===== config.mk =====
export PLATFORM = sky130hd
export DESIGN_NAME = kernel_rd_seq
export DESIGN_NICKNAME = d
export VERILOG_FILES = /design/src/rtl/kernel_rd_seq.sv
export SDC_FILE = /design/constraint.sdc
export NUM_CORES = 1
export LEC_CHECK = 0
export BUFFER_PORTS_ARGS = -buffer_cell sky130_fd_sc_hd__buf_2
export CORE_MARGIN = 4
export CORE_UTILIZATION = 55
export CTS_BUF_LIST = sky130_fd_sc_hd__clkbuf_2
export DETAILED_ROUTE_END_ITERATION = 7
export GPL_TIMING_DRIVEN = 0
export PLACE_DENSITY_LB_ADDON = 0.05
export SLEW_MARGIN = 10
export SYNTH_ARGS = -nofsm -noshare
export SYNTH_HDL_FRONTEND = slang
export SYNTH_SLANG_ARGS = --single-unit

===== constraint.sdc =====
create_clock -name clk_i -period 3.1 [get_ports clk_i]
set_clock_uncertainty 0.2 [all_clocks]
set_input_delay 0.465 -clock clk_i [delete_from_list [all_inputs] [get_ports clk_i]]
set_output_delay 0.465 -clock clk_i [all_outputs]
set_load 0.03 [all_outputs]

===== src/rtl/kernel_rd_seq.sv =====
// Kernel RAM read sequencer: walks a ring of layer slots, optionally repeating
// each layer block, gated by how many layers the producer has finished writing.
module kernel_rd_seq #(
   parameter int ADDR_W     = 11,
   parameter int SLOT_SHIFT = 9,
   parameter int SLOTS      = 4,
   parameter int WRD_W      = 6,
   parameter int KER_W      = 6,
   parameter int REP_W      = 8,
   parameter int CNT_W      = 7,
   parameter int RD_LAT     = 2
) (
   input  logic              clk_i,
   input  logic              rst_n_i,
   input  logic              start_i,
   input  logic              repeat_en_i,
   input  logic [WRD_W-1:0]  words_per_ker_i,
   input  logic [KER_W-1:0]  num_ker_i,
   input  logic [CNT_W-1:0]  num_layers_i,
   input  logic [REP_W-1:0]  rep_cnt_i,
   input  logic [CNT_W:0]    wr_lay_ready_no_i,
   input  logic              ker_req_i,
   output logic              ker_ready_o,
   output logic [ADDR_W-1:0] rd_addr_o,
   output logic              rd_en_o,
   output logic              rd_valid_o,
   output logic              lay_done_o,
   output logic [CNT_W:0]    rd_lay_cnt_o,
   output logic              busy_o,
   output logic              done_o,
   output logic              cfg_err_o
);

   localparam int SLOT_W = (SLOTS > 1) ? $clog2(SLOTS) : 1;

   typedef enum logic [1:0] {IDLE, READ, DONE} state_t;

   state_t              r_state;
   state_t              w_state_next;

   logic [WRD_W-1:0]    r_wpk;
   logic [WRD_W-1:0]    r_wcnt;
   logic [KER_W-1:0]    r_nker;
   logic [KER_W-1:0]    r_kcnt;
   logic [CNT_W-1:0]    r_nlay;
   logic [REP_W-1:0]    r_rep;
   logic [REP_W-1:0]    r_rcnt;
   logic                r_rep_en;
   logic [CNT_W:0]      r_lay_cnt;
   logic [SLOT_W-1:0]   r_slot;
   logic [ADDR_W-1:0]   r_addr;
   logic                r_cfg_err;
   logic [RD_LAT-1:0]   r_vpipe;

   logic [63:0]         w_blk_size;
   logic                w_cfg_ok;
   logic                w_ready;
   logic                w_accept;
   logic                w_wrap_w;
   logic                w_wrap_k;
   logic                w_eob;
   logic                w_rep_again;
   logic                w_lay_end;
   logic                w_last;
   logic [SLOT_W-1:0]   w_slot_next;
   logic [ADDR_W-1:0]   w_slot_base;
   logic [ADDR_W-1:0]   w_slot_next_base;

   // A layer block must fit inside one slot, otherwise it would spill into the next layer.
   assign w_blk_size = (64'(num_ker_i) + 64'd1) * (64'(words_per_ker_i) + 64'd1);
   assign w_cfg_ok   = (w_blk_size <= (64'd1 << SLOT_SHIFT));

   assign w_ready     = (r_state == READ) && (r_lay_cnt < wr_lay_ready_no_i);
   assign w_accept    = ker_req_i && w_ready && !start_i;
   assign w_wrap_w    = (r_wcnt == r_wpk);
   assign w_wrap_k    = (r_kcnt == r_nker);
   assign w_eob       = w_accept && w_wrap_w && w_wrap_k;
   assign w_rep_again = w_eob && r_rep_en && (r_rcnt != r_rep);
   assign w_lay_end   = w_eob && !w_rep_again;
   assign w_last      = w_lay_end && (r_lay_cnt == {1'b0, r_nlay});

   assign w_slot_next      = (r_slot == SLOT_W'(SLOTS - 1)) ? '0 : r_slot + SLOT_W'(1);
   assign w_slot_base      = ADDR_W'(r_slot) << SLOT_SHIFT;
   assign w_slot_next_base = ADDR_W'(w_slot_next) << SLOT_SHIFT;

   always_comb begin
      w_state_next = r_state;
      if (start_i) begin
         w_state_next = w_cfg_ok ? READ : IDLE;
      end else begin
         case (r_state)
            READ:    if (w_last) w_state_next = DONE;
            DONE:    w_state_next = IDLE;
            default: w_state_next = r_state;
         endcase
      end
   end

   always_ff @(posedge clk_i or negedge rst_n_i) begin
      if (!rst_n_i) begin
         r_state <= IDLE;
      end else begin
         r_state <= w_state_next;
      end
   end

   always_ff @(posedge clk_i or negedge rst_n_i) begin
      if (!rst_n_i) begin
         r_wpk     <= '0;
         r_nker    <= '0;
         r_nlay    <= '0;
         r_rep     <= '0;
         r_rep_en  <= 1'b0;
         r_wcnt    <= '0;
         r_kcnt    <= '0;
         r_rcnt    <= '0;
         r_lay_cnt <= '0;
         r_slot    <= '0;
         r_addr    <= '0;
         r_cfg_err <= 1'b0;
      end else if (start_i) begin
         r_cfg_err <= !w_cfg_ok;
         r_wcnt    <= '0;
         r_kcnt    <= '0;
         r_rcnt    <= '0;
         r_lay_cnt <= '0;
         r_slot    <= '0;
         r_addr    <= '0;
         if (w_cfg_ok) begin
            r_wpk    <= words_per_ker_i;
            r_nker   <= num_ker_i;
            r_nlay   <= num_layers_i;
            r_rep    <= rep_cnt_i;
            r_rep_en <= repeat_en_i;
         end
      end else if (w_accept) begin
         if (w_eob) begin
            r_wcnt <= '0;
            r_kcnt <= '0;
            if (w_rep_again) begin
               r_rcnt <= r_rcnt + REP_W'(1);
               r_addr <= w_slot_base;
            end else begin
               r_rcnt    <= '0;
               r_lay_cnt <= r_lay_cnt + (CNT_W+1)'(1);
               // The final layer leaves the address where it stopped.
               if (!w_last) begin
                  r_slot <= w_slot_next;
                  r_addr <= w_slot_next_base;
               end
            end
         end else begin
            r_addr <= r_addr + ADDR_W'(1);
            if (w_wrap_w) begin
               r_wcnt <= '0;
               r_kcnt <= r_kcnt + KER_W'(1);
            end else begin
               r_wcnt <= r_wcnt + WRD_W'(1);
            end
         end
      end
   end

   // Stage i holds the read enable issued i+1 cycles ago; a restart flushes it.
   always_ff @(posedge clk_i or negedge rst_n_i) begin
      if (!rst_n_i) begin
         r_vpipe <= '0;
      end else if (start_i) begin
         r_vpipe <= '0;
      end else begin
         for (int i = RD_LAT - 1; i > 0; i--) begin
            r_vpipe[i] <= r_vpipe[i-1];
         end
         r_vpipe[0] <= w_accept;
      end
   end

   assign ker_ready_o  = w_ready;
   assign rd_en_o      = w_accept;
   assign rd_addr_o    = r_addr;
   assign rd_valid_o   = r_vpipe[RD_LAT-1];
   assign lay_done_o   = w_lay_end;
   assign rd_lay_cnt_o = r_lay_cnt;
   assign busy_o       = (r_state == READ) || (|r_vpipe);
   assign done_o       = (r_state == DONE);
   assign cfg_err_o    = r_cfg_err;

endmodule


==> results.yml <==
clocking:
  htreeDepth: 3
  clock_path_buffers: 2
  path_clk_slew_ps: 190
  cts_num_sinks: 74
  cts_root_buf: "clkbuf_2"
  cts_tree: "yes"
  clock_latency_ps: 530
  cts_buffers: 9
worst_setup_path:
  path_class: "input pin to flip-flop"
  startpoint_type: "input pin"
  crit_arrival_ps: 5300
  cp.required_ps: 3320
  r2r_start: "r_wcnt[1]"
  r2r_setup_slack_ps: 220
  r2r_cells: 8
  crit_fanout: 6
  reg2reg_to: "rd_addr_o[3]"
  endpoint_kind: "flip-flop"
final_layout:
  fin_util_pct: 75.5
  final_cells: 897
  layout.nets: 867
  syn_to_final_growth_pct: 33.7
  diodes: 0
  final_cell_mix: "dfrtp_1, inv_1, buf_2"
  layout_commonest_cell: "dfrtp_1"
  finalInstanceArea_sq_um: 7790
  drive_gt1_share_pct: 31.0
timing:
  hold_viol_final: 0
  setup_slack_ps: -1980
  worst_hold_slack_ps: 56.2
  worst_pin_slew_ps: 640
  period_share_pct: 164
  period_needed_ps: 5080
  rsz0062_at_grt: "yes"
  drv_slew: 0
  fin_tns_setup_ps: -58340
  slew_headroom_pct: 57.1
  fmax_ghz: 0.197
  setup_violations: 30
logic_synthesis:
  synth_edf_count: 0
  synth_top_cell_area_share_pct: 31.8
  syn_area_sq_um: 5830
  avgSynthCellArea_sq_um: 9.37
  synth_seq_cells: 74
  syn_inst: 622
  synthFlopType: "dfrtp_1"
  synth_area_leaders: "dfrtp_1, ha_1, fa_1, mux2_2, xnor2_1"
  yosysWarningCount: 0
  yosysTopAreaCell: "dfrtp_1"
  synth.yosys.seq_area_share_pct: 31.8
  yosysUniqueCellTypes: 55
  synth_nets: 733
  async_flop_share_pct: 100
global_routing:
  grt_use_total_pct: 25.2
  grt_pass1_vias: 5283
  grt_pass1_wl_mm: 25.9
  grt_max_degree: 43
  antenna_found_initial: 0
  grt-ovfl-total: 0
run_status:
  status: "complete, but fails checks"
  violations: "setup timing"
routing:
  vias: 5145
  drt_pass1_iterations: 7
  routed_wl_mm: 15.8
  drc: 0
  via_per_inst: 5.74
  first_iter_violations: 257
  ant_nets: 0
  post_drt_wl_per_cell_um: 17.7
die:
  start_util_pct: 56.5
  fp.dieArea_sq_um: 12300
  die_y_um: 111
  io_pins: 66
  core.rowCount: 37
  core_region_area_sq_um: 10300
  die-width_um: 111
pwr:
  power.leakage_nw: 3.60
  p_per_area_nw_per_um2: 624
  p_total_mw: 4.87
  ir_worst_vdd_mv: 0.520
placed_design:
  post-dp-hpwl_mm: 10.8
  pre_cts_ws_ps: -2840
  dp.cells: 822
  placed_area_sq_um: 6610
  gp_congestion: 0.892
  io_buffers: 63
min_path:
  min_to: "r_nker[4]"
  hold_start: "num_ker_i[4]"
  hold_depth: 2
  hp-class: "input pin to flip-flop"
job:
  drv_cap: 0
## cells by family (layout without fill, tap and decap cells)
kind of cell,after synthesis,count (layout),synth area share [%]
AO/OA/AOI/OAI,111,111,12.0
buffers and inverters,79,218,5.34
flip-flops,74,74,31.8
XOR/XNOR,42,42,6.31
multiplexers,40,40,7.62
adder cells (fa/ha/maj),71,71,18.3
AND/OR/NAND/NOR,205,205,18.7
## cells in the mapped netlist, drive strengths merged, types with 2 or more instances
cell	number
and3	6
nand4	6
o21ai	30
o31ai	8
nand2b	5
nor3	4
dfrtp	74
buf	7
inv	62
o221ai	2
or3b	2
xnor2	27
nor2b	15
mux2	35
nor3b	2
fa	24
clkbuf	9
nor2	31
a21oi	35
nor4	5
nor4b	4
o22ai	4
and2	11
a211o	2
ha	47
o32ai	3
or3	16
nand3	29
a32o	3
o211ai	2
a41oi	3
or4	7
o2111ai	2
o21a	3
or2	3
a31oi	4
a211oi	3
xor2	15
nand2	55
mux2i	5
nand3b	3
## per-layer routing
layer,wire (um),up-vias,track usage (%)
met4,210,0,5.83
met2,7820,119,41.5
met3,584,18,3.93
met1,7230,2569,35.0
li1,-,2439,-
met5,0,-,0
## critical path, stage by stage
cell,delay (ps)
buf_8,90
ha_4,180
nand3_4,120
or3_4,410
fa_1,520
fa_1,520
inv_1,50
fa_2,560
fa_2,470
ha_4,330
inv_4,50
a211oi_4,280
o22ai_2,140
mux2_4,330
o2111ai_4,100
buf_12,190
buf_8,140
mux2_2,330
## sequential cells by signal, summed over array words and instances, names as in the netlist
register,flops
r_rep,8
r_kcnt,6
r_nker,6
r_rep_en,1
r_nlay,7
rd_addr_o,11
r_wcnt,6
rd_lay_cnt_o,8
cfg_err_o,1
r_state,2
r_vpipe,2
r_slot,2
r_wpk,6
r_rcnt,8
## repair_timing
| item | 4_1_cts | 5_1_grt |
|---|---|---|
| pin swaps | 30 | 36 |
| hold buffers | 18 | 1 |
| hold endpoints to repair | 49 | 1 |
| buffers inserted | 31 | 6 |
| gates resized for setup | 62 | 50 |
| cloned | 2 | 1 |
| endpoints found under the setup margin | 33 | 44 |
## how the worst max path moves through the flow
stage	end	slack, ps	startpoint
3_3_place_gp	r_rep_en	-2730	words_per_ker_i[0]
3_5_place_dp	r_wpk[1]	-2840	words_per_ker_i[0]
2_1_floorplan	r_rep[7]	-2050	words_per_ker_i[0]
4_1_cts	r_wpk[2]	-1890	words_per_ker_i[0]
5_1_grt	r_nlay[1]	-2090	num_ker_i[1]
6_report	r_nlay[2]	-1980	words_per_ker_i[1]
## final cells by class
| cell class | instances | area, sq um |
|---|---|---|
| Multi-Input combinational cell | 469 | 4270 |
| Timing Repair Buffer | 123 | 955 |
| Inverter | 63 | 239 |
| Tap cell | 136 | 170 |
| Buffer | 16 | 168 |
| Clock buffer | 10 | 50.0 |
| Sequential cell | 74 | 1860 |
| Clock inverter | 6 | 81.3 |
| Fill cell | 691 | 2530 |
## power breakdown
group | internal, mW | switching [mW] | total [mW] | leakage, nW
Combinational | 1.53 | 1.35 | 2.87 | 2.57
Clock | 0.265 | 0.339 | 0.604 | 0.0793
Sequential | 1.20 | 0.192 | 1.39 | 0.954
Power figures use the tool's default switching activity.
